File: src/rtl/cdc_fifo_pkg.sv
// Shared constants and width helpers for the synchronous handshake FIFO.
package cdc_fifo_pkg;

    localparam int unsigned DEFAULT_DATA_WIDTH = 32'd32;
    localparam int unsigned DEFAULT_DEPTH      = 32'd8;

    // One extra pointer bit distinguishes full from empty when the index bits match.
    function automatic int unsigned ptr_width(input int unsigned depth);
        return $clog2(depth) + 1;
    endfunction

    function automatic int unsigned level_width(input int unsigned depth);
        return $clog2(depth + 1);
    endfunction

endpackage

File: src/rtl/sync_handshake_fifo_stats.sv
// Overflow sticky flag and high-water mark for the handshake FIFO.
module sync_handshake_fifo_stats
    import cdc_fifo_pkg::*;
#(
    parameter int unsigned depth = DEFAULT_DEPTH
) (
    input  logic                            clk_i,
    input  logic                            rst_n_i,
    input  logic                            stats_clr_i,
    input  logic                            wr_i,
    input  logic                            wr_ready_i,
    input  logic [level_width(depth)-1:0]   level_i,
    input  logic [level_width(depth)-1:0]   level_next_i,
    output logic                            overflow_o,
    output logic [level_width(depth)-1:0]   max_level_o
);

    localparam int unsigned LW = level_width(depth);

    logic          overflow_q, overflow_d;
    logic [LW-1:0] max_level_q, max_level_d;

    // Clear wins over set; a clear re-seeds the high-water mark from the present level.
    always_comb begin
        overflow_d  = overflow_q;
        max_level_d = max_level_q;
        if (stats_clr_i) begin
            overflow_d  = 1'b0;
            max_level_d = level_i;
        end else begin
            if (wr_i && !wr_ready_i) begin
                overflow_d = 1'b1;
            end else begin
                overflow_d = overflow_q;
            end
            if (level_next_i > max_level_q) begin
                max_level_d = level_next_i;
            end else begin
                max_level_d = max_level_q;
            end
        end
    end

    // Statistics registers.
    always_ff @(posedge clk_i or negedge rst_n_i) begin
        if (!rst_n_i) begin
            overflow_q  <= 1'b0;
            max_level_q <= {LW{1'b0}};
        end else begin
            overflow_q  <= overflow_d;
            max_level_q <= max_level_d;
        end
    end

    assign overflow_o  = overflow_q;
    assign max_level_o = max_level_q;

endmodule

File: src/rtl/sync_handshake_fifo.sv
// First-word-fall-through synchronous FIFO with valid/ready handshakes.
// Optional statistics (overflow, max_level) enabled by SYNC_HANDSHAKE_FIFO_STATS_EN.
module sync_handshake_fifo
    import cdc_fifo_pkg::*;
#(
    parameter int unsigned data_width        = DEFAULT_DATA_WIDTH,
    parameter int unsigned depth             = DEFAULT_DEPTH,
    parameter int unsigned almost_full_level = depth - 2
) (
    input  logic                            clk,
    input  logic                            reset_n,
    input  logic [data_width-1:0]           wr_data,
    input  logic                            wr,
    output logic                            wr_ready,
    output logic                            wr_almost_full,
    output logic [data_width-1:0]           rd_data,
    output logic                            rd,
    input  logic                            rd_ready,
    output logic [level_width(depth)-1:0]   level,
    input  logic                            stats_clr,
    output logic                            overflow,
    output logic [level_width(depth)-1:0]   max_level
);

    localparam int unsigned AW = $clog2(depth);
    localparam int unsigned PW = ptr_width(depth);
    localparam int unsigned LW = level_width(depth);

    logic [data_width-1:0] mem_q [depth];

    logic [PW-1:0] wr_ptr_q, wr_ptr_d;
    logic [PW-1:0] rd_ptr_q, rd_ptr_d;
    logic [LW-1:0] level_q, level_d;
    logic          wr_ready_q, wr_ready_d;
    logic          rd_q, rd_d;
    logic          almost_q, almost_d;
    logic          push_s, pop_s;

    assign push_s = wr && wr_ready_q;
    assign pop_s  = rd_q && rd_ready;

    // Flags are computed from the next pointers so every status output can be registered.
    always_comb begin
        wr_ptr_d   = wr_ptr_q;
        rd_ptr_d   = rd_ptr_q;
        level_d    = level_q;
        wr_ready_d = wr_ready_q;
        rd_d       = rd_q;
        almost_d   = almost_q;
        if (push_s) begin
            wr_ptr_d = wr_ptr_q + PW'(1);
        end else begin
            wr_ptr_d = wr_ptr_q;
        end
        if (pop_s) begin
            rd_ptr_d = rd_ptr_q + PW'(1);
        end else begin
            rd_ptr_d = rd_ptr_q;
        end
        level_d    = LW'(wr_ptr_d - rd_ptr_d);
        wr_ready_d = !((wr_ptr_d[PW-1] != rd_ptr_d[PW-1]) &&
                       (wr_ptr_d[AW-1:0] == rd_ptr_d[AW-1:0]));
        rd_d       = (wr_ptr_d != rd_ptr_d);
        almost_d   = (level_d >= LW'(almost_full_level));
    end

    // Pointer and status registers.
    always_ff @(posedge clk or negedge reset_n) begin
        if (!reset_n) begin
            wr_ptr_q   <= {PW{1'b0}};
            rd_ptr_q   <= {PW{1'b0}};
            level_q    <= {LW{1'b0}};
            wr_ready_q <= 1'b1;
            rd_q       <= 1'b0;
            almost_q   <= 1'b0;
        end else begin
            wr_ptr_q   <= wr_ptr_d;
            rd_ptr_q   <= rd_ptr_d;
            level_q    <= level_d;
            wr_ready_q <= wr_ready_d;
            rd_q       <= rd_d;
            almost_q   <= almost_d;
        end
    end

    // Storage is deliberately left unreset; stale words are never presented with rd=1.
    always_ff @(posedge clk) begin
        if (push_s) begin
            mem_q[wr_ptr_q[AW-1:0]] <= wr_data;
        end
    end

    assign rd_data        = mem_q[rd_ptr_q[AW-1:0]];
    assign rd             = rd_q;
    assign wr_ready       = wr_ready_q;
    assign wr_almost_full = almost_q;
    assign level          = level_q;

`ifdef SYNC_HANDSHAKE_FIFO_STATS_EN
    sync_handshake_fifo_stats #(
        .depth        (depth)
    ) u_stats (
        .clk_i        (clk),
        .rst_n_i      (reset_n),
        .stats_clr_i  (stats_clr),
        .wr_i         (wr),
        .wr_ready_i   (wr_ready_q),
        .level_i      (level_q),
        .level_next_i (level_d),
        .overflow_o   (overflow),
        .max_level_o  (max_level)
    );
`else
    logic stats_unused_s;
    assign stats_unused_s = stats_clr;
    assign overflow       = 1'b0;
    assign max_level      = {LW{1'b0}};
`endif

endmodule

File: config.mk
export PLATFORM = sky130hd
export DESIGN_NAME = sync_handshake_fifo
export DESIGN_NICKNAME = d
export VERILOG_FILES = /design/src/rtl/cdc_fifo_pkg.sv /design/src/rtl/sync_handshake_fifo_stats.sv /design/src/rtl/sync_handshake_fifo.sv
export SDC_FILE = /design/constraint.sdc
export NUM_CORES = 1
export LEC_CHECK = 0
export CORE_MARGIN = 8
export CORE_UTILIZATION = 55
export CTS_CLUSTER_DIAMETER = 80
export CTS_CLUSTER_SIZE = 24
export DETAILED_ROUTE_END_ITERATION = 12
export PLACE_DENSITY = 0.76
export SYNTH_ARGS = -nofsm -noshare
export SYNTH_HDL_FRONTEND = slang
export SYNTH_SLANG_ARGS = --single-unit
File: constraint.sdc
create_clock -name clk -period 9.95 [get_ports clk]
set_input_delay 0.995 -clock clk [delete_from_list [all_inputs] [get_ports clk]]
set_output_delay 0.995 -clock clk [all_outputs]
set_load 0.005 [all_outputs]
# Word-level counts from Yosys, hierarchy flattened
# Memories as Yosys holds them, arrays and structs flattened.
# Cells that the tools add are included.
[classes]
muxes = 4
n_eq_ne = 3
addsub = 3
reduce_logical = 4
magnitude_cmp = 1
[ops]
columns = ["operator", "n"]
rows = [
  ["adder 4 x 1 -> 4 bit (second input constant)", 2],
  ["2-to-1 mux 4 bit", 2],
  [">= comparator 4 x 3 -> 1 bit (second input constant)", 1],
  ["!= test 4 bit", 1],
  ["subtractor 4 bit", 1],
  ["== test 3 bit", 1],
  ["logical AND 1 bit", 3],
  ["2-to-1 mux 1 bit", 2],
  ["zero test 1 bit", 1],
  ["!= test 1 bit", 1],
]
[totals]
input_bits = 37
register_bits = 15
word_cells = 22
out_inout_bits = 44
ramBits = 256
memories = 1
[mem_list]
columns = ["memory", "depth", "word_bits", "read_ports", "rd_clocked_by_memory_dff", "write_ports", "line", "text"]
rows = [
  ["mem_q", 8, 32, 1, 0, 1, "sync_handshake_fifo.sv:29", "logic [data_width-1:0] mem_q [depth];"],
]

# Longest topological paths before layout
# Gate-level depths: netlist of the first run.
[depth]
depth_word = 5
mapped_depth = 9
ltp_nobuf = 9

# Worst setup path after synthesis of the first run
# No wires, ideal clock.
[synth_path]
kind = "in2reg"
start = "input wr"
end = "memory mem_q[0][0] (netlist bit), enable pin"
t_required_ns = 9.489
path_slack_ns = 5.948
setup_ns = 0.461
n_path_buf = 0
cell_stages = 3
arrival_ns = 3.541
path_cell_list = "nand2_1 -> or2_1 -> nor3_1"
[synth_via]
elab_chain_len = 3
[synth_rtl]
columns = ["element", "line", "text"]
rows = [
  ["start: declaration", "sync_handshake_fifo.sv:13", "input logic wr,"],
  ["logical AND 1 bit", "sync_handshake_fifo.sv:39", "assign push_s = wr && wr_ready_q;"],
  ["2-to-1 mux 1 bit", "sync_handshake_fifo.sv:88", "if (push_s) begin"],
  ["2-to-1 mux 1 bit (not written as such)", "sync_handshake_fifo.sv:89", "mem_q[wr_ptr_q[AW-1:0]] <= wr_data;"],
  ["end: declaration", "sync_handshake_fifo.sv:29", ""],
]
# Every way passes these cells.

# Final worst setup path of the first run
[layout_path]
start = "register rd_ptr_q[0]"
end = "output rd_data[25]"
[layout_via]
elab_chain_len = 1
[layout_rtl]
columns = ["element", "line", "text"]
rows = [
  ["start: declaration", "sync_handshake_fifo.sv:32", "logic [PW-1:0] rd_ptr_q, rd_ptr_d;"],
  ["start signal: assignment", "sync_handshake_fifo.sv:71", "rd_ptr_q <= {PW{1'b0}};"],
  ["start signal: assignment", "sync_handshake_fifo.sv:78", "rd_ptr_q <= rd_ptr_d;"],
  ["memory (8 x 32 bit)", "--", ""],
  ["end: declaration", "sync_handshake_fifo.sv:16", "output logic [data_width-1:0] rd_data,"],
]
# Every way passes these cells.

==> impl_metrics.json, run 1 <==
{
  "status": "finished, final reports clean",
  "drv_cap": 0,
  "layout-drive-gt1-share_pct": 26.62,
  "die-area_um2": 23650,
  "synth-main-ff-cell": "edfxtp_1",
  "ys_seq_elements": 271,
  "arrival_ns": 3.47,
  "ys_top_cells_by_area": "edfxtp_1, mux4_2, mux2_2, dfrtp_1, buf_6",
  "yosys.area_share.adder_pct": 0.7668,
  "grtUsageMet2_pct": 28.20,
  "tightest_slew_ns": 1.072,
  "grt_pass1_vias": 5053,
  "hold_viol": 0,
  "numCtsBuffers": 15,
  "grt.busiest_layer": "met2",
  "worstHoldPathType": "flip-flop to flip-flop",
  "grt_max_degree": 68,
  "setup_tns_ns": 0,
  "wl_um": 18850,
  "post_cts_buffers": 0,
  "min_from": "rd_ptr_q[3]$_DFF_PN0_",
  "fin_nets": 565,
  "setup-violations-final": 0,
  "overflow": 0,
  "synthTopCellsByCount": "edfxtp_1, mux4_2, mux2_2",
  "grt_pass1_wl_um": 29440,
  "start_util_pct": 56.01,
  "maxSlewHeadroom_pct": 28.52,
  "rr_endpoint": "wr_almost_full$_DFF_PN0_",
  "die_w_um": 153.8,
  "min_period_over_period_pct": 44.84,
  "grtUsageMet1_pct": 20.71,
  "hold_depth": 1,
  "reg2reg_from": "rd_ptr_q[1]$_DFF_PN0_",
  "r2r_cells": 7,
  "route.detailed.drc": 0,
  "numClockSinks": 271,
  "cts_buffer_depth": 3,
  "syn_avg_cell_area_um2": 23.63,
  "p_per_area_nw_per_um2": 283.2,
  "io_buffers": 74,
  "peakVddDrop_mv": 0.3218,
  "synth_area_leader_cell": "edfxtp_1",
  "ctsHtreeMaxLevel": 1,
  "gp_congestion": 0.7745,
  "ant_nets": 0,
  "synth_mux_area_share_pct": 17.46,
  "async_flop_share_pct": 5.535,
  "end_kind": "output port",
  "dp_cells": 740,
  "yosysMostFrequentCell": "edfxtp_1",
  "rsz0062_at_grt": "false",
  "antenna_found_initial": 0,
  "required_ns": 8.96,
  "die_h_um": 153.8,
  "clock_skew_ns": 0.02279,
  "report.final.slew_viol_count": 0,
  "syn2layout_area_growth_pct": 13.65,
  "grt.total_usage_pct": 16.36,
  "antenna_cells": 0,
  "clk_latency_ns": 0.50,
  "cts_tree": "yes",
  "num_rows": 50,
  "placeableCoreArea_um2": 18640,
  "yosysTopAreaCellShare_pct": 73.62,
  "yosys.area_share.xor_xnor_pct": 1.162,
  "use_met3_pct": 3.531,
  "nFillCells": 1219,
  "wl_per_cell_um": 24.80,
  "yosysSeqAreaShare_pct": 77.22,
  "synth_compound_area_share_pct": 0.1438,
  "ys_warn_count": 0,
  "reg2reg_slack_ns": 7.07,
  "vias_per_cell": 5.961,
  "synthCells": 442,
  "vias": 4530,
  "yosys.area_share.simple_pct": 1.306,
  "fmax_ghz": 0.2241,
  "yosys.cell_types.count": 32,
  "cts_root_buf": "clkbuf_16",
  "synth_top_family_by_area": "multiplexers",
  "start_kind": "flip-flop",
  "cts.reportedPaths.clkPinSlew_ns": 0.09,
  "synth_edf_count": 256,
  "post-route-min-period_ns": 4.462,
  "first_pass_iters": 4,
  "io-pin-count": 81,
  "cts-hold-fix-buffers": 0,
  "post_cts_resized": 0,
  "cp_max_fo": 42,
  "layout.cells.non_filler": 760,
  "min_to": "rd_ptr_q[3]$_DFF_PN0_",
  "fin_area_um2": 11870,
  "synth_area_um2": 10440,
  "leakage_uw": 0.003793,
  "place_hpwl_um": 10330,
  "dpl_cell_area_um2": 11450,
  "drtIter0Drc": 476,
  "path_class": "flip-flop to output port"
}
-- metal layers --
| metal | wire, µm | vias up |
|---|---|---|
| li1 | - | 1961 |
| met1 | 7282 | 2397 |
| met2 | 9838 | 147 |
| met3 | 1299 | 25 |
| met4 | 426 | 0 |
| met5 | 0 | - |
-- area by class of cell --
type                            instances  area [µm²]  area share (%)
Clock buffer                           17       382.9           3.226
Inverter                                9       33.78          0.2847
Tap cell                              234       292.8           2.467
Sequential cell                       271        8073           68.02
Clock inverter                          3       30.03          0.2530
Multi-Input combinational cell        143        2247           18.94
Timing Repair Buffer                   83       808.3           6.811
-- layout by cell type (no fill, tap or decap), types with 3 or more instances in the layout --
cell type	count
dfrtp_1	11
nor2_4	6
ha_1	4
edfxtp_1	256
clkbuf_16	15
nand2_1	3
mux2_2	33
buf_4	9
nand2b_1	3
conb_1	5
inv_1	9
xnor2_1	6
mux4_2	64
nand3_1	3
clkdlybuf4s50_1	74
-- state kept, by name, summed over array words and instances (netlist names) --
name            count
wr_ready            1
wr_ptr_q            4
level               4
rd_ptr_q            4
wr_almost_full      1
rd                  1
mem_q             256
-- power by group --
group	switching, µW	internal [µW]
registers	176	1440
clock network	339	282
logic	441	683
total	955	2410
-- critical path: stages, from the launching register on --
cell	delay (ns)
dfrtp_4	0.79
buf_4	0.75
mux4_2	0.60
mux2_2	0.32
clkdlybuf4s50_1	0.46
-- stage by stage --
stage / hold slack, ns / util [%] / power [µW] / setup WS [ns]
final: 0.6109 / 63.66 / 3360 / 5.488
after floorplan: 0.5306 / - / 2308 / 5.948
after global placement: 0.5566 / 61.44 / 2752 / 5.981
after CTS: 0.5996 / 63.66 / 3418 / 5.395
after global routing: 0.6253 / 63.66 / 3538 / 5.228
after detailed placement: 0.5828 / 61.44 / 2793 / 5.938
-- worst max-delay path by stage --
| stage | from | end | cells past startpoint |
|---|---|---|---|
| finish | rd_ptr_q[0]$_DFF_PN0_ | rd_data[25] | 4 |
| global route | rd_ptr_q[0]$_DFF_PN0_ | rd_data[18] | 4 |
| CTS | rd_ptr_q[0]$_DFF_PN0_ | rd_data[25] | 4 |
| detailed placement | rd_ptr_q[0]$_DFF_PN0_ | rd_data[22] | 4 |
| global placement | rd_ptr_q[0]$_DFF_PN0_ | rd_data[1] | 4 |
| floorplan | wr | mem_q[0][0]$_DFFE_PP_ | 3 |
-- cells by family (layout without fill, tap and decap cells) --
logic type | Yosys count | in the layout
multiplexers | 98 | 98
adder cells (fa/ha/maj) | 6 | 6
XOR/XNOR | 10 | 10
other | 1 | 5
AO/OA/AOI/OAI | 2 | 2
AND/OR/NAND/NOR | 22 | 22
buffers and inverters | 32 | 112
flip-flops | 271 | 271
No activity file was read; power rests on OpenSTA's default activity.
==> inputs of run 2 (changes only) <==
- CORE_UTILIZATION: 55 -> 52
- PLACE_DENSITY: 0.76 -> 0.75
- clock period: 9.95 -> 3.9 ns (I/O delays scaled with it)
==> run 2 against run 1 <==
  * Non-clock buffer count is 8 higher
  * Clock skew is 0.0091 ns lower
  * First-iteration DRC count is 24% lower
  * Clock power grew to 2.6 times the previous value
  * Critical path depth stayed put
  * Count of clock-buffer cells in the layout is 1 higher
  * Final cell count is 5.9% higher
  * Die area is 5.2% higher
  * Global-route usage is 0.66 points lower
  * Combinational power grew to 2.7 times the previous value
  * Flip-flop and latch count stayed put
  * Critical path type unchanged
  * Largest cell class unchanged
==> impl_metrics.json, run 2 (synthesized netlist as in run 1, its figures left out) <==
{
  "arrival_ns": 2.88,
  "cp_max_fo": 24,
  "clk_latency_ns": 0.48,
  "end_kind": "output port",
  "hold_viol": 0,
  "grt_pass1_wl_um": 29060,
  "cts-hold-fix-buffers": 0,
  "die-area_um2": 24870,
  "rr_endpoint": "wr_almost_full$_DFF_PN0_",
  "wl_per_cell_um": 23.82,
  "peakVddDrop_mv": 0.7611,
  "syn2layout_area_growth_pct": 15.35,
  "critPathMaxStageDelay_ns": 0.76,
  "layout.cells.non_filler": 805,
  "required_ns": 3.51,
  "die_w_um": 157.7,
  "cts.reportedPaths.clkPinSlew_ns": 0.09,
  "cp_cell_sequence": "buf_4, mux4_2, mux2_2, clkdlybuf4s50_1",
  "vias_per_cell": 5.573,
  "dp_cells": 784,
  "io_buffers": 74,
  "leakage_uw": 0.003853,
  "start_kind": "flip-flop",
  "first_pass_iters": 4,
  "rsz0062_at_grt": "false",
  "largest_reg_flops": 256,
  "io-pin-count": 81,
  "num_rows": 52,
  "setup-violations-final": 0,
  "numClockSinks": 271,
  "tightest_slew_ns": 0.6898,
  "post-route-min-period_ns": 3.265,
  "vias": 4486,
  "ant_nets": 0,
  "path_class": "flip-flop to output port",
  "start_util_pct": 52.28,
  "fin_util_pct": 60.30,
  "report.final.slew_viol_count": 0,
  "drtIter0Drc": 363,
  "grt_pass1_vias": 4930,
  "grtUsageMet1_pct": 20.96,
  "die_h_um": 157.7,
  "clock_skew_ns": 0.01369,
  "cts_root_buf": "clkbuf_16",
  "reg2reg_slack_ns": 1.39,
  "placeableCoreArea_um2": 19970,
  "antenna_found_initial": 1,
  "layout-drive-gt1-share_pct": 27.53,
  "numCtsBuffers": 15,
  "grt.busiest_layer": "met2",
  "cpMaxStageDelayCell": "dfrtp_4",
  "fmax_ghz": 0.3062,
  "drv_cap": 0,
  "min_period_over_period_pct": 83.73,
  "p_per_area_nw_per_um2": 722.1,
  "use_met3_pct": 3.112,
  "fin_nets": 573,
  "status": "finished, final reports clean",
  "wl_um": 19170,
  "grtUsageMet2_pct": 26.24,
  "route.detailed.drc": 0,
  "gp_congestion": 0.7648,
  "post_cts_resized": 0,
  "overflow": 0,
  "final_common_cell": "edfxtp_1",
  "layout_common_cells": "edfxtp_1, clkdlybuf4s50_1, mux4_2, mux2_2, clkbuf_16",
  "setup_tns_ns": 0,
  "ctsHtreeMaxLevel": 1,
  "grt_max_degree": 40,
  "grt.total_usage_pct": 15.71,
  "r2r_cells": 7,
  "place_hpwl_um": 11600,
  "maxSlewHeadroom_pct": 53.90,
  "cts_tree": "yes",
  "nFillCells": 1380,
  "post_cts_buffers": 0,
  "multiInputGateArea_um2": 2247,
  "reg2reg_from": "rd_ptr_q[1]$_DFF_PN0_",
  "cts_buffer_depth": 3,
  "worstHoldPathType": "primary input to asynchronous set/reset pin",
  "seq_area_um2": 8073
}
run 2: worst max-delay path: cells and delay by family, from the launching register on:
kind / cells / cell delay [ns]
multiplexers: 2 / 0.83
flip-flops: 1 / 0.76
buffers and inverters: 2 / 0.81
run 2: worst max-delay path by stage:
| stage | depth (start not counted) | start | endpoint |
|---|---|---|---|
| floorplan | 3 | wr_ready$_DFF_PN1_ | mem_q[0][0]$_DFFE_PP_ |
| global placement | 4 | rd_ptr_q[0]$_DFF_PN0_ | rd_data[0] |
| detailed placement | 4 | rd_ptr_q[0]$_DFF_PN0_ | rd_data[22] |
| CTS | 4 | rd_ptr_q[0]$_DFF_PN0_ | rd_data[22] |
| global route | 4 | rd_ptr_q[0]$_DFF_PN0_ | rd_data[30] |
| finish | 4 | rd_ptr_q[0]$_DFF_PN0_ | rd_data[28] |
run 2: stage by stage:
stage | setup slack [ns] | area, µm² | hold slack [ns] | power, µW
finish | 0.6345 | 12050 | 0.3139 | 8698
global route | 0.4744 | 12050 | 0.3490 | 9138
CTS | 0.5589 | 12040 | 0.3242 | 8829
detailed placement | 1.072 | 11610 | 0.5663 | 7203
global placement | 1.086 | 11610 | 0.5587 | 7124
floorplan | 0.3446 | 10460 | 0.09441 | 5887
run 2: metal layers:
metal	share of wire, %	up-vias
li1	-	1982
met1	42	2362
met2	51	119
met3	6.0	23
met4	1.4	0
met5	0	-
run 2: where the power goes:
| part | leakage (µW) | total [µW] | internal [µW] | switching (µW) |
|---|---|---|---|---|
| Clock | 0.000209 | 1620 | 780 | 841 |
| Combinational | 0.00115 | 3060 | 1800 | 1260 |
| Sequential | 0.00249 | 4020 | 3680 | 340 |
run 2: cell type report:
cell class | instances | area share [%]
Sequential cell | 271 | 67.02
Multi-Input combinational cell | 143 | 18.66
Timing Repair Buffer | 91 | 7.624
Clock buffer | 18 | 3.210
Tap cell | 270 | 2.805
Clock inverter | 2 | 0.3843
Inverter | 9 | 0.2805
Antenna cell | 1 | 0.02077
==> inputs of run 3 (changes only) <==
- clock period: 3.9 -> 2.7 ns (I/O delays scaled with it)
==> run 3 against run 2 <==
  * Power rose by 50%
  * Count of clock-buffer cells in the layout rose by 6
  * Flip-flop and latch count did not move
  * Largest power group unchanged
  * Routed wire length rose by 3.6%
  * Non-clock buffer count rose by 34
  * Final cell count rose by 4.8%
  * Utilization rose by 1.9 points
  * Register-to-register slack got worse by 1.2 ns
  * Cell area rose by 3.2%
  * Sequential power rose by 39%
==> impl_metrics.json, run 3 (synthesized netlist as in run 1, its figures left out) <==
{
  "cts-hold-fix-buffers": 0,
  "drtIter0Drc": 412,
  "antenna_found_initial": 1,
  "io-pin-count": 81,
  "tightest_slew_ns": 0.6634,
  "syn2layout_area_growth_pct": 19.05,
  "vias_per_cell": 5.622,
  "numClockSinks": 271,
  "vias": 4745,
  "grt.total_usage_pct": 16.22,
  "placeableCoreArea_um2": 19970,
  "final_common_cell": "edfxtp_1",
  "dpl_cell_area_um2": 11730,
  "maxSlewHeadroom_pct": 55.63,
  "num_rows": 52,
  "numCtsBuffers": 15,
  "setup-violations-final": 0,
  "wl_um": 19860,
  "route.detailed.drc": 0,
  "arrival_ns": 2.41,
  "ctsHtreeMaxLevel": 1,
  "status": "finished, final reports clean",
  "start_util_pct": 52.28,
  "io_buffers": 74,
  "nFillCells": 1354,
  "cts_tree": "yes",
  "required_ns": 2.43,
  "grt_pass1_vias": 5017,
  "multiInputGateArea_um2": 2263,
  "critPathLaunch": "rd_ptr_q[0]$_DFF_PN0_",
  "report.final.slew_viol_count": 0,
  "fmax_ghz": 0.3728,
  "seq_area_um2": 8073,
  "first_pass_iters": 4,
  "ant_nets": 0,
  "end_kind": "output port",
  "clk_latency_ns": 0.49,
  "grt_pass1_wl_um": 29960,
  "p_per_area_nw_per_um2": 1047,
  "cp_max_fo": 7,
  "gp_congestion": 0.7793,
  "cts.reportedPaths.clkPinSlew_ns": 0.10,
  "timing.final.ws_setup_ns": 0.01742,
  "cts_root_buf": "clkbuf_16",
  "rsz0062_at_grt": "true",
  "overflow": 0,
  "min_period_over_period_pct": 99.35,
  "post-route-min-period_ns": 2.683,
  "rr_endpoint": "wr_almost_full$_DFF_PN0_",
  "die_w_um": 157.7,
  "layout-drive-gt1-share_pct": 31.94,
  "die-area_um2": 24870,
  "peakVddDrop_mv": 0.8672,
  "place_hpwl_um": 11310,
  "cts_buffer_depth": 3,
  "grt_max_degree": 47,
  "reg2reg_slack_ns": 0.21,
  "r2r_cells": 9,
  "worstHoldPathType": "primary input to asynchronous set/reset pin",
  "drv_cap": 0,
  "fin_nets": 607,
  "layout_common_cells": "edfxtp_1, mux4_2, clkdlybuf4s50_1, buf_4, mux2_2",
  "hold_viol": 0,
  "power_uw": 13020,
  "reg2reg_from": "rd_ptr_q[0]$_DFF_PN0_",
  "path_class": "flip-flop to output port",
  "leakage_uw": 0.004159,
  "wl_per_cell_um": 23.52,
  "largest_reg_flops": 256,
  "dp_slack_ns": 0.1118,
  "die_h_um": 157.7,
  "fin_area_um2": 12430,
  "start_kind": "flip-flop",
  "clock_skew_ns": 0.01478
}
run 3: cell count changes in the layout (fill, tap and decap cells not counted), sizes merged:
cell,previous run,this run
clkbuf,18,27
dlymetal6s2s,0,7
clkinv,1,0
bufinv,1,0
inv,9,10
clkdlybuf4s15,0,6
buf,17,51
dlygate4sd2,0,16
clkdlybuf4s50,74,42
run 3: how the worst max path moves through the flow:
stage                               endpoint  slack (ns)  depth (start not counted)
floorplan              mem_q[1][0]$_DFFE_PP_       0.005                          3
global route                     rd_data[24]       -0.05                          6
CTS                              rd_data[28]       -0.09                          5
finish                           rd_data[24]        0.02                          6
global placement    wr_almost_full$_DFF_PN0_        0.19                          8
detailed placement  wr_almost_full$_DFF_PN0_        0.11                          8
run 3: area by class of cell:
class                      instances  share of cell area, %
sequential                       271                  64.94
multi-input combinational        143                  18.21
timing repair buffer             125                  10.40
clock buffer                      24                  3.291
tap                              270                  2.717
inverter                           9                 0.2717
clock inverter                     1                 0.1610
antenna                            1                0.02013
run 3: report_power, final:
group          internal, µW  switching (µW)  leakage [µW]
Sequential             5310             257       0.00249
Combinational          2870            2240       0.00146
Clock                  1070            1270      0.000205
run 3: through the flow:
stage	hold WS (ns)	std cells	utilization, %	TNS, ns
3_5_place_dp	0.5732	790	58.73	0
5_1_grt	0.2220	843	62.23	-0.08962
3_3_place_gp	0.5605	790	58.73	0
6_report	0.1845	844	62.24	0
4_1_cts	0.2015	824	61.54	-0.5064
2_1_floorplan	-0.02559	446	-	0
run 3: timing repair:
| item | in CTS | in global routing |
|---|---|---|
| cloned | 2 | 0 |
| setup buffers | 7 | 20 |
| hold endpoints to repair | 0 | 0 |
| setup endpoints to repair | 30 | 16 |
| gates resized for setup | 37 | 18 |
run 3: worst max-delay path: stages (launching register included):
cell and delay (ns):
dfrtp_4 0.51, buf_12 0.16, buf_4 0.14, buf_12 0.14, mux4_2 0.42, mux2_2 0.29, dlygate4sd2_1 0.27
run 3: per-layer routing:
metal,track usage (%),routed length (µm)
met5,0,11
met4,3.672,318
met3,3.822,1260
met2,27.12,9876
met1,21.31,8388
